File: config.mk
export PLATFORM = sky130hd
export DESIGN_NAME = fp_to_pcm_flat
export DESIGN_NICKNAME = d
export VERILOG_FILES = /design/src/rtl/fp_to_pcm_if.sv /design/src/rtl/fp_to_pcm.sv /design/src/flat_wrapper.sv
export SDC_FILE = /design/constraint.sdc
export NUM_CORES = 1
export LEC_CHECK = 0
export BUFFER_PORTS_ARGS = -buffer_cell sky130_fd_sc_hd__buf_2
export CORE_MARGIN = 1.5
export CORE_UTILIZATION = 38
export DETAILED_ROUTE_END_ITERATION = 7
export SETUP_SLACK_MARGIN = 0.05
export SYNTH_ARGS = -nofsm -noshare
export SYNTH_HDL_FRONTEND = slang
export SYNTH_SLANG_ARGS = --single-unit
File: constraint.sdc
create_clock -name clock -period 4.1 [get_ports clock]
set_input_delay 0 -clock clock [delete_from_list [all_inputs] [get_ports clock]]
set_output_delay 0 -clock clock [all_outputs]
set_load 0.05 [all_outputs]
File: src/rtl/fp_to_pcm_if.sv
// ---------------------------------------------------------------------------
// fp_to_pcm_if
// Request/result bundle between the FP divider wrapper (master side) and the
// float-to-PCM converter (slave side).
//   start   : one-cycle request, fp_in valid in the same cycle
//   fp_in   : IEEE-754 single-precision operand, full scale [-1.0, 1.0)
//   busy    : converter is not idle
//   done    : one-cycle pulse, pcm_out/sat/nan valid from this cycle on
//   pcm_out : signed two's-complement sample, held until the next done
//   sat     : last result was saturated
//   nan     : last operand was NaN
// ---------------------------------------------------------------------------
interface fp_to_pcm_if #(
    parameter int OUT_WIDTH = 24
);
    logic                 start;
    logic [31:0]          fp_in;
    logic                 busy;
    logic                 done;
    logic [OUT_WIDTH-1:0] pcm_out;
    logic                 sat;
    logic                 nan;

    modport master (
        output start, fp_in,
        input  busy, done, pcm_out, sat, nan
    );

    modport slave (
        input  start, fp_in,
        output busy, done, pcm_out, sat, nan
    );
endinterface

File: src/rtl/fp_to_pcm.sv
// ---------------------------------------------------------------------------
// fp_to_pcm
// Converts an IEEE-754 single-precision value into a signed OUT_WIDTH-bit PCM
// sample: pcm = trunc_toward_zero(value * 2^(OUT_WIDTH-1)), saturated to
// [-2^(OUT_WIDTH-1), 2^(OUT_WIDTH-1)-1]. The mantissa is right-shifted one bit
// per cycle, so normal operands take sh+3 cycles and special/zero operands 2.
// Ports:
//   clock  : system clock, all state on the rising edge
//   resetn : asynchronous active-low reset, aborts any conversion in flight
//   conv   : slave side of fp_to_pcm_if (start/fp_in in, busy/done/pcm_out/
//            sat/nan out)
// ---------------------------------------------------------------------------
module fp_to_pcm #(
    parameter int OUT_WIDTH = 24
) (
    input  logic        clock,
    input  logic        resetn,
    fp_to_pcm_if.slave  conv
);
    localparam logic [OUT_WIDTH-1:0] SAT_POS = {1'b0, {(OUT_WIDTH-1){1'b1}}};
    localparam logic [OUT_WIDTH-1:0] SAT_NEG = {1'b1, {(OUT_WIDTH-1){1'b0}}};

    typedef enum logic [2:0] {
        S_IDLE,
        S_CLASSIFY,
        S_SHIFT,
        S_NEGATE,
        S_DONE
    } state_t;

    state_t               r_state;
    logic                 r_sign;
    logic [7:0]           r_exp;
    logic [23:0]          r_mag;
    logic [4:0]           r_cnt;
    logic                 r_busy;
    logic                 r_done;
    logic [OUT_WIDTH-1:0] r_pcm;
    logic                 r_sat;
    logic                 r_nan;

    logic [8:0]           w_sh;
    logic                 w_frac_nz;
    logic [OUT_WIDTH-1:0] w_mag;

    // Right-shift distance that aligns the 24-bit mantissa to the PCM LSB.
    // Only meaningful once |v| < 1.0 is known, where it is always >= 1.
    assign w_sh      = 9'd151 - 9'(OUT_WIDTH) - {1'b0, r_exp};
    assign w_frac_nz = |r_mag[22:0];
    // After the shift the magnitude is below 2^(OUT_WIDTH-1), so the upper
    // mantissa bits are zero and the low OUT_WIDTH bits hold it exactly.
    assign w_mag     = r_mag[OUT_WIDTH-1:0];

    always_ff @(posedge clock or negedge resetn) begin
        if (!resetn) begin
            r_state <= S_IDLE;
            r_sign  <= 1'b0;
            r_exp   <= 8'd0;
            r_mag   <= 24'd0;
            r_cnt   <= 5'd0;
            r_busy  <= 1'b0;
            r_done  <= 1'b0;
            r_pcm   <= '0;
            r_sat   <= 1'b0;
            r_nan   <= 1'b0;
        end else begin
            r_done <= 1'b0;
            case (r_state)
                S_IDLE: begin
                    if (conv.start) begin
                        r_sign  <= conv.fp_in[31];
                        r_exp   <= conv.fp_in[30:23];
                        r_mag   <= {1'b1, conv.fp_in[22:0]};
                        r_busy  <= 1'b1;
                        r_state <= S_CLASSIFY;
                    end
                end

                S_CLASSIFY: begin
                    if (r_exp == 8'hFF && w_frac_nz) begin
                        // NaN
                        r_pcm   <= '0;
                        r_sat   <= 1'b0;
                        r_nan   <= 1'b1;
                        r_done  <= 1'b1;
                        r_state <= S_DONE;
                    end else if (r_exp == 8'hFF || r_exp >= 8'd127) begin
                        // Infinity or |v| >= 1.0 (exactly -1.0 lands here too)
                        r_pcm   <= r_sign ? SAT_NEG : SAT_POS;
                        r_sat   <= 1'b1;
                        r_nan   <= 1'b0;
                        r_done  <= 1'b1;
                        r_state <= S_DONE;
                    end else if (r_exp == 8'd0 || w_sh >= 9'd24) begin
                        // Zero, denormal, or too small to reach the PCM LSB;
                        // -0.0 also lands here and yields 0.
                        r_pcm   <= '0;
                        r_sat   <= 1'b0;
                        r_nan   <= 1'b0;
                        r_done  <= 1'b1;
                        r_state <= S_DONE;
                    end else begin
                        r_cnt   <= w_sh[4:0];
                        r_state <= S_SHIFT;
                    end
                end

                S_SHIFT: begin
                    r_mag <= r_mag >> 1;
                    r_cnt <= r_cnt - 5'd1;
                    // Leaving on count 1 makes this state last exactly sh cycles.
                    if (r_cnt == 5'd1) begin
                        r_state <= S_NEGATE;
                    end
                end

                S_NEGATE: begin
                    r_pcm   <= r_sign ? ({OUT_WIDTH{1'b0}} - w_mag) : w_mag;
                    r_sat   <= 1'b0;
                    r_nan   <= 1'b0;
                    r_done  <= 1'b1;
                    r_state <= S_DONE;
                end

                S_DONE: begin
                    // A start seen here is dropped, not queued.
                    r_busy  <= 1'b0;
                    r_state <= S_IDLE;
                end

                default: begin
                    r_busy  <= 1'b0;
                    r_state <= S_IDLE;
                end
            endcase
        end
    end

    assign conv.busy    = r_busy;
    assign conv.done    = r_done;
    assign conv.pcm_out = r_pcm;
    assign conv.sat     = r_sat;
    assign conv.nan     = r_nan;

endmodule

File: src/flat_wrapper.sv
// flat-port wrapper written by rule: the top's interface ports become plain ports
module fp_to_pcm_flat 
#(
    parameter int OUT_WIDTH = 24
)
  (clock, resetn, conv_start, conv_fp_in, conv_busy, conv_done, conv_pcm_out, conv_sat, conv_nan);
  fp_to_pcm_if #(.OUT_WIDTH(OUT_WIDTH)) conv_i ();
  input  logic clock;
  input  logic resetn;
  input wire logic [$bits(conv_i.start)-1:0] conv_start;
  input wire logic [$bits(conv_i.fp_in)-1:0] conv_fp_in;
  output wire logic [$bits(conv_i.busy)-1:0] conv_busy;
  output wire logic [$bits(conv_i.done)-1:0] conv_done;
  output wire logic [$bits(conv_i.pcm_out)-1:0] conv_pcm_out;
  output wire logic [$bits(conv_i.sat)-1:0] conv_sat;
  output wire logic [$bits(conv_i.nan)-1:0] conv_nan;
  assign conv_i.start = conv_start;
  assign conv_i.fp_in = conv_fp_in;
  assign conv_busy = conv_i.busy;
  assign conv_done = conv_i.done;
  assign conv_pcm_out = conv_i.pcm_out;
  assign conv_sat = conv_i.sat;
  assign conv_nan = conv_i.nan;
  fp_to_pcm #(.OUT_WIDTH(OUT_WIDTH)) u_core (.clock(clock), .resetn(resetn), .conv(conv_i));
endmodule
==> results_dict.tcl, run 1 <==
set metrics [dict create \
    outcome "finished, final reports clean" \
    synth_nets 424 \
    max-vdd-ir-drop_mv 0.358 \
    area_growth_syn_to_layout_pct 25.6 \
    synth_top_family_by_area "simple AND/OR/NAND/NOR gates" \
    synth-adder-area-share_pct 1.01 \
    leakagePower_nw 1.93 \
    yosysSeqAreaShare_pct 46.6 \
    ys_dominant_reg_cell "dfrtp_1" \
    power_density_nw_per_um2 832 \
    layout-drive-gt1-share_pct 21.4 \
    drc 0 \
    cp.arrival_ns 2.84 \
    routed-via-count 3186 \
    grt_antenna_before_repair 0 \
    synth_edf_count 0 \
    fin_hold_ws_ns 0.0908 \
    crit_chain "inv_1 -> ha_1 -> or4b_1 -> nor4_4 -> a21boi_2 -> o21ai_2 -> o32a_1" \
    wl_per_cell_um 15.2 \
    min_period_ns 2.55 \
    via_per_inst 5.29 \
    postRouteAntennaNets 0 \
    drt-total-wl_mm 9.14 \
    num_rows 35 \
    drt_iter0_drc 163 \
    timing.fmax_mhz 391 \
    dieWidth_um 102 \
    rsz0062_at_grt "no" \
    grt_max_degree 70 \
    min_path_type "primary input to flop" \
    startpoint "u_core.r_mag[0]" \
    drv_slew 0 \
    grt_pass1_wl_mm 15.0 \
    maxCapViolCount 0 \
    path_class "flop to flop" \
    hpwl_mm 6.01 \
    synth.most_common_cell "dfrtp_1" \
    dr.pass1.iters 4 \
    setup_viol 0 \
    die-area_um2 10400 \
    synthXorXnorAreaFrac_pct 3.07 \
    worst_slew_pin_slew_ns 0.904 \
    cts-root-buf "clkbuf_8" \
    clock_skew_ns 0.0105 \
    boundaryPins 63 \
    die_h_um 102 \
    dpl_worst_slack_ns 1.56 \
    postLayoutCoreUtil_pct 49.7 \
    synth_area_um2 3710 \
    hold_violations 0 \
    clk_latency_ns 0.35 \
    start_util_pct 39.6 \
    critPathSlowestCell "or4b_1" \
    relSlewSlack_pct 39.7 \
    async_flop_share_pct 100 \
    place.gp.congestion 0.780 \
    cts_setup_buffers 0 \
    synth-compound-area-share_pct 17.4 \
    regToRegStartpoint "u_core.r_mag[0]" \
    cts.sinks 69 \
    fin_crit_sh_pct 62.3 \
    end_kind "flop" \
    cp.required_ns 4.39 \
    slowest_delay_ns 0.61 \
    min_from "conv_start" \
    cts_max_path_buffers 2 \
    finalSetupTns_ns 0 \
    synth_mux_area_share_pct 9.72 \
    ys_ff_latch 69 \
    cts_tree "done" \
    yosys.area.top_type_share_pct 46.6 \
    synthSimpleGateAreaFrac_pct 17.9 \
    synthCells 386 \
    ys_types 57 \
    diodes 0 \
    grt_pass1_vias 3038 \
    nets 506 \
    netlist_top_cells_count "dfrtp_1, nand2_1, o21ai_0" \
    overflow 0 \
    numCtsBuffers 9 \
    core_area_um2 9370 \
    grtUsageTotal_pct 18.8 \
    path_clk_slew_ns 0.08 \
    h-tree-depth 3 \
    portBuffers 62 \
    worst_slack_ns 1.55 \
    crit_fanout 9 \
    yosys-top-cells-area "dfrtp_1, mux2i_1, o21ai_0, nand2_1, nor2_1" \
    start_kind "flop" \
    syn_avg_cell_area_um2 9.61 \
    synth_area_leader_cell "dfrtp_1" \
    yosysWarnings 0 \
]
## worst max-delay path: cells and delay by family, from the launching register on
family | cells | cell delay (ns)
AO/OA/AOI/OAI | 3 | 0.75
AND/OR/NAND/NOR | 2 | 1.05
adder cells (fa/ha/maj) | 1 | 0.19
flip-flops | 1 | 0.42
buffers and inverters | 1 | 0.07
## where the power goes
group          internal (mW)  switching [mW]
clock network          0.375           0.270
registers               1.03           0.400
logic                  0.651            1.15
total                   2.05            1.82
## final timing paths
kind | end | slack (ns) | depth (start not counted)
setup / recovery | u_core.conv.pcm_out[20] | 1.55 | 7
hold / removal | u_core.r_state[0] | 0.09 | 4
setup reg to reg | u_core.conv.pcm_out[20] | 1.55 | 7
hold reg to reg | u_core.conv.busy | 0.51 | 2
max in group asynchronous | u_core.r_mag[20] | 3.11 | 3
min in group asynchronous | u_core.conv.pcm_out[17] | 0.38 | 3
## layout by cell type, fill, tap and decap left out, drive strengths merged, types with 2 or more instances in the layout
master	netlist	routed
o21ai	37	37
nor4	3	3
nor3	8	8
or2	2	2
o21a	2	2
and3b	2	2
clkbuf	20	11
a2111oi	3	3
o31ai	2	2
xnor2	10	10
o22a	5	5
and4	2	2
o22ai	3	3
a311oi	2	2
nand3	4	4
mux2	8	8
inv	9	9
nand2	46	46
clkinvlp	0	3
or4	4	4
o32a	4	4
a31oi	4	4
nor2	31	31
nand3b	2	2
mux2i	27	27
ha	3	3
or3	9	9
and3	5	5
xor2	3	3
and2	2	2
nand2b	4	4
o41ai	6	6
a21oi	21	21
dlygate4sd3	0	33
dfrtp	69	69
bufinv	0	2
buf	8	66
## sequential cells by signal, summed over array words and instances, names as in the netlist
name / cells
u_core.conv.nan: 1
u_core.r_exp: 8
u_core.conv.pcm_out: 24
u_core.r_mag: 24
u_core.conv.sat: 1
u_core.r_sign: 1
u_core.r_state: 3
u_core.conv.done: 1
u_core.conv.busy: 1
u_core.r_cnt: 5
## per-stage QoR
stage / instances / area, um2 / power (mW)
2_1_floorplan: 386 / 3710 / 2.78
3_3_place_gp: 553 / 4090 / 3.18
3_5_place_dp: 553 / 4090 / 3.22
4_1_cts: 602 / 4660 / 3.90
5_1_grt: 602 / 4660 / 4.15
6_report: 602 / 4660 / 3.87
## kinds of logic (layout without fill, tap and decap cells)
family                   Yosys count  after routing
AND/OR/NAND/NOR                  130            130
multiplexers                      35             35
flip-flops                        69             69
AO/OA/AOI/OAI                     99             99
buffers and inverters             37            124
XOR/XNOR                          13             13
adder cells (fa/ha/maj)            3              3
## cell type report
class	instances	area, um2
clock buffers	11	151
clock inverters	5	82.6
fillers	896	4710
inverters	9	33.8
multi-input cells	280	1830
flip-flops and latches	69	1730
well taps	129	161
repair buffers	99	671
## metal layers
metal  GRT usage (%)  routed length (um)  up-vias
li1                -                   -     1556
met1            25.3                4340     1542
met2            29.9                4270       82
met3            3.93                 476        6
met4            6.73                  51        0
met5               0                   0        -
## repair_timing
action	4_1_cts	5_1_grt
hold buffers	33	0
endpoints found under the hold margin	101	0
resized for setup	0	0
No activity file was read; power rests on OpenSTA's default activity.
==> run 2, diff against run 1 <==
--- a/config.mk
+++ b/config.mk
@@ -5,6 +5,7 @@
 export SDC_FILE = /design/constraint.sdc
 export NUM_CORES = 1
 export LEC_CHECK = 0
+export ABC_AREA = 1
 export BUFFER_PORTS_ARGS = -buffer_cell sky130_fd_sc_hd__buf_2
 export CORE_MARGIN = 1.5
 export CORE_UTILIZATION = 38
==> constraint.sdc (replaced) <==
create_clock -name clock -period 2.08 [get_ports clock]
set_input_delay 0 -clock clock [delete_from_list [all_inputs] [get_ports clock]]
set_output_delay 0 -clock clock [all_outputs]
set_load 0.05 [all_outputs]
==> run 2 against run 1 <==
- wire length is 11% higher
- die area is 3.0% higher
- clock skew is 0.0012 ns lower
- register-to-register slack worse by 1.3 ns
- global-route usage is 1.8 points higher
- critical path type unchanged
- largest cell class unchanged
- largest power group unchanged
- highest routed layer unchanged
==> results_dict.tcl, run 2 <==
set metrics [dict create \
    dieWidth_um 103 \
    ys_types 32 \
    async_flop_share_pct 100 \
    start_kind "flop" \
    drc 0 \
    clock_skew_ns 0.00937 \
    ys_dominant_reg_cell "dfrtp_1" \
    numCtsBuffers 9 \
    boundaryPins 63 \
    maxCapViolCount 0 \
    fillerInstances 998 \
    max-vdd-ir-drop_mv 0.623 \
    wl_per_cell_um 13.9 \
    multi_input_comb_area_um2 1800 \
    die-area_um2 10700 \
    cts-root-buf "clkbuf_8" \
    hold_violations 0 \
    fin_hold_ws_ns 0.0301 \
    dr.pass1.iters 5 \
    cts.sinks 69 \
    comb_power_share_pct 52.8 \
    diodes 0 \
    yosysWarnings 0 \
    min_path_type "primary input to flop" \
    finalSetupTns_ns 0 \
    postLayoutCoreUtil_pct 49.0 \
    h-tree-depth 3 \
    portBuffers 62 \
    yosys-top-cells-area "dfrtp_1, nand2_1, nor2_1, o21ai_0, nand3_1" \
    via_per_inst 4.90 \
    seqPwrFrac_pct 32.1 \
    swShare_pct 50.0 \
    num_rows 36 \
    clk_latency_ns 0.35 \
    synth_area_um2 3820 \
    leakagePower_nw 2.21 \
    synth_edf_count 0 \
    place_inst 679 \
    synth_area_leader_cell "dfrtp_1" \
    cp.required_ns 2.36 \
    drv_slew 0 \
    netlist_top_cells_count "nand2_1, nor2_1, dfrtp_1" \
    fin_crit_sh_pct 89.2 \
    yosysSeqAreaShare_pct 45.2 \
    final_cells 726 \
    drt_iter0_drc 150 \
    register_area_um2 1730 \
    area_growth_syn_to_layout_pct 25.3 \
    grt_pass1_vias 3409 \
    mostFrequentLayoutCells "nand2_1, nor2_1, dfrtp_1" \
    worst_slew_pin_slew_ns 0.760 \
    timing.fmax_mhz 539 \
    ys_ff_latch 69 \
    grt_antenna_before_repair 0 \
    overflow 0 \
    hpwl_mm 7.17 \
    yosys.area.top_type_share_pct 45.2 \
    core_area_um2 9770 \
    total_power_mw 7.80 \
    grt_max_degree 70 \
    rsz0062_at_grt "no" \
    grtUsageTotal_pct 20.5 \
    cp.arrival_ns 2.14 \
    nets 626 \
    power.switching_mw 3.90 \
    end_kind "flop" \
    relSlewSlack_pct 49.3 \
    synth.most_common_cell "nand2_1" \
    setup_viol 0 \
    path_class "flop to flop" \
    grt_pass1_wl_mm 16.7 \
    layout-drive-gt1-share_pct 21.9 \
    cts_max_path_buffers 2 \
    intPower_mw 3.90 \
    cts_tree "done" \
    syn_avg_cell_area_um2 7.77 \
    synthCells 492 \
    synth_nets 530 \
    final_common_cell "nand2_1" \
    outcome "finished, final reports clean" \
    die_h_um 103 \
    crit_fanout 21 \
    min_period_ns 1.85 \
    postRouteAntennaNets 0 \
    clkPwrFrac_pct 15.1 \
    place.gp.congestion 0.880 \
    drt-total-wl_mm 10.1 \
    power_density_nw_per_um2 1630 \
    path_clk_slew_ns 0.07 \
    routed-via-count 3555 \
    start_util_pct 39.1 \
]
## run 2: cell count changes after synthesis, sizes merged, moves of 9 or more
| cell | previous run | this run |
|---|---|---|
| nand2 | 46 | 104 |
| a221oi | 0 | 13 |
| o21ai | 37 | 48 |
| nor2 | 31 | 94 |
| nand3 | 4 | 42 |
| a21oi | 21 | 34 |
| or3 | 9 | 0 |
| mux2i | 27 | 0 |
| clkbuf | 20 | 5 |
| inv | 9 | 47 |
| xnor2 | 10 | 0 |
## run 2: per-stage QoR
stage                     worst slack [ns]  area (um2)
after floorplan                      0.420        3820
after global placement               0.294        4270
after detailed placement             0.257        4270
after CTS                            0.234        4780
after global routing                0.0683        4790
final                                0.225        4790
## run 2: final cells by class
| cell class | count | share of cell area [%] |
|---|---|---|
| multi-input cells | 357 | 37.5 |
| flip-flops and latches | 69 | 36.1 |
| repair buffers | 104 | 14.9 |
| inverters | 47 | 3.74 |
| well taps | 133 | 3.47 |
| clock buffers | 11 | 2.74 |
| clock inverters | 5 | 1.57 |
## run 2: logic make-up after synthesis
family | share of synthesized area [%]
xor gates and xnor gates | 0.229
AOI/OAI and AO/OA | 18.0
buffers and inverters | 7.86
DFF | 45.2
adders and majority gates | 0.982
and+or+nand+nor | 27.8
## run 2: timing repair
action,4_1_cts,5_1_grt
setup endpoints to repair,0,0
hold buffers,30,1
gates resized for setup,0,0
buffers inserted,0,0
hold endpoints to repair,99,1
## run 2: worst paths after layout
path	startpoint	end	slack, ns	cells past startpoint
setup reg to reg	u_core.r_mag[0]	u_core.conv.pcm_out[19]	0.23	10
min in group asynchronous	resetn	u_core.conv.done	0.19	3
setup / recovery	u_core.r_mag[0]	u_core.conv.pcm_out[19]	0.23	10
max in group asynchronous	resetn	u_core.conv.sat	1.58	3
hold / removal	conv_fp_in[16]	u_core.r_mag[16]	0.03	3
hold reg to reg	u_core.conv.busy	u_core.conv.busy	0.48	2
## run 2: routing by layer
metal  global-route usage [%]  routed length [um]  up-vias
met5                        0                   0        -
met4                     4.57                  78        0
li1                         -                   -     1817
met2                     33.8                4630       80
met3                     4.44                 389        8
met1                     28.0                5020     1650
## run 2: worst max-delay path, stage by stage (launching register included)
cell and delay, ns:
dfrtp_1 0.41, inv_1 0.10, ha_1 0.23, nand3_2 0.12
nor2_4 0.20, nand3_1 0.12, nand2_2 0.10, nand3_2 0.10
nand2_4 0.11, inv_4 0.13, a21oi_1 0.17
## run 2: power groups by stage
| stage | clock network [mW] | logic [mW] | registers (mW) |
|---|---|---|---|
| global route | 1.29 | 4.56 | 2.60 |
| detailed placement | 0 | 4.08 | 2.53 |
| finish | 1.18 | 4.12 | 2.50 |
| floorplan | 0 | 2.31 | 3.37 |
| CTS | 1.21 | 4.14 | 2.51 |
| global placement | 0 | 4.03 | 2.51 |
==> run 3, diff against run 2 <==
--- a/config.mk
+++ b/config.mk
@@ -9,7 +9,9 @@
 export BUFFER_PORTS_ARGS = -buffer_cell sky130_fd_sc_hd__buf_2
 export CORE_MARGIN = 1.5
 export CORE_UTILIZATION = 38
+export CTS_CLUSTER_DIAMETER = 120
 export DETAILED_ROUTE_END_ITERATION = 7
+export GPL_TIMING_DRIVEN = 0
 export SETUP_SLACK_MARGIN = 0.05
 export SYNTH_ARGS = -nofsm -noshare
 export SYNTH_HDL_FRONTEND = slang
==> run 3 against run 2 <==
- clock-buffer cell count down 1
- cell count up 1.5%
- worst setup slack got worse by 0.025 ns
- wire length grew 2.2%
- global-route usage increased by 0.55 points
- clock skew increased by 0.00093 ns
- utilization up 0.74 points
- sequential share of layout area shrank 0.54 points
- first-iteration DRC count increased by 13%
- design area increased by 1.5%
- power grew 1.7%
- largest cell class unchanged
- largest power group unchanged
==> results_dict.tcl, run 3 (synthesis gave the netlist of run 2 again) <==
set metrics [dict create \
    outcome "finished, final reports clean" \
    startpoint "u_core.r_mag[0]" \
    start_util_pct 39.1 \
    fin_hold_ws_ns 0.0372 \
    regToRegStartpoint "u_core.r_mag[0]" \
    postRouteAntennaNets 0 \
    hold_violations 0 \
    finalSetupTns_ns 0 \
    boundaryPins 63 \
    diodes 0 \
    drt-total-wl_mm 10.3 \
    final_cell_area_um2 4860 \
    timing.fmax_mhz 532 \
    end_kind "flop" \
    core_area_um2 9770 \
    drc 0 \
    cts.sinks 69 \
    clock_skew_ns 0.0103 \
    path_clk_slew_ns 0.08 \
    worst_slew_pin_slew_ns 0.867 \
    path_class "flop to flop" \
    grtUsageTotal_pct 21.1 \
    setup_viol 0 \
    grt_pass1_vias 3504 \
    drv_slew 0 \
    grt_max_degree 70 \
    power_density_nw_per_um2 1630 \
    leakagePower_nw 2.25 \
    h-tree-depth 3 \
    via_per_inst 5.00 \
    dr.pass1.iters 4 \
    die_h_um 103 \
    cts_max_path_buffers 2 \
    critPathTopFamily "simple AND/OR/NAND/NOR gates" \
    portBuffers 62 \
    slowest_delay_ns 0.42 \
    place_area_um2 4300 \
    relSlewSlack_pct 42.2 \
    cp.arrival_ns 2.17 \
    wl_per_cell_um 14.0 \
    die-area_um2 10700 \
    overflow 0 \
    drt_iter0_drc 170 \
    critPathSlowestCell "dfrtp_1" \
    postLayoutCoreUtil_pct 49.7 \
    numCtsBuffers 9 \
    layout-drive-gt1-share_pct 22.7 \
    rsz0062_at_grt "no" \
    max-vdd-ir-drop_mv 0.770 \
    cts_tree "done" \
    num_rows 36 \
    clk_latency_ns 0.36 \
    min_from "conv_fp_in[7]" \
    routed-via-count 3682 \
    final_common_cell "nand2_1" \
    nets 637 \
    min_period_ns 1.88 \
    dieWidth_um 103 \
    cts-root-buf "clkbuf_8" \
    crit_buf_inv 3 \
    cp.required_ns 2.37 \
    start_kind "flop" \
    crit_top_cell "nand3_2" \
    area_growth_syn_to_layout_pct 27.2 \
    fin_crit_sh_pct 90.3 \
    maxCapViolCount 0 \
    grt_antenna_before_repair 0 \
    mostFrequentLayoutCells "nand2_1, nor2_1, buf_2" \
    worst_slack_ns 0.201 \
    min_path_type "primary input to flop" \
    crit_chain "inv_1 -> ha_2 -> nand3_2 -> nor2_4 -> nand3_1 -> nand2_2 -> nand3_2 -> nand2_4 -> inv_4 -> buf_8 -> a21oi_2" \
    grt_pass1_wl_mm 17.1 \
    hpwl_mm 7.51 \
    place.gp.congestion 0.903 \
    dpl_worst_slack_ns 0.160 \
    crit_fanout 10 \
]
[run 3: cell count changes in the layout (fill, tap and decap cells not counted), moves of 2 or more]
cell	before	now
clkbuf_1	2	6
buf_8	0	2
buf_4	10	2
clkinv_4	0	2
buf_6	0	2
buf_2	62	71
dlygate4sd3_1	31	33
[run 3: worst min-delay path, cell delays in order]
cell and delay, ns:
buf_2 0.09, o21ai_0 0.08, o21ai_0 0.18
[run 3: worst paths after layout]
path | end | slack, ns | cells past startpoint
max | u_core.conv.pcm_out[21] | 0.20 | 11
min | u_core.r_mag[7] | 0.04 | 3
max reg2reg | u_core.conv.pcm_out[21] | 0.20 | 11
min reg2reg | u_core.conv.busy | 0.49 | 2
max in group asynchronous | u_core.r_sign | 1.21 | 2
min in group asynchronous | u_core.conv.pcm_out[0] | 0.30 | 2
[run 3: report_power, final]
group | leakage (nW) | internal [mW] | switching [mW] | total, mW
logic | 1.32 | 1.29 | 2.93 | 4.22
clock network | 0.110 | 0.675 | 0.532 | 1.21
registers | 0.818 | 2.01 | 0.501 | 2.51
[run 3: metrics by stage]
stage                     std cells  power, mW
after CTS                       736       7.96
final                           737       7.93
after global placement          687       6.61
after floorplan                 492       5.68
after global routing            737       8.58
after detailed placement        687       6.68
[run 3: timing repair]
item                                   in CTS  in global routing
gates resized for setup                     0                  2
setup endpoints to repair                   0                 24
endpoints found under the hold margin     102                  0
setup buffers                               0                  1
hold buffers                               33                  0
[run 3: routing by layer]
layer | global-route usage, % | wire (um)
met1 | 28.8 | 4890
met2 | 34.7 | 4800
met3 | 2.62 | 448
met4 | 7.48 | 195
met5 | 0 | 0
[run 3: cell type report]
type | instances | area, um2
Clock inverter | 6 | 87.6
Multi-Input combinational cell | 357 | 1800
Fill cell | 986 | 4910
Buffer | 19 | 121
Timing Repair Buffer | 96 | 651
Tap cell | 133 | 166
Clock buffer | 10 | 128
Sequential cell | 69 | 1730
Inverter | 47 | 179
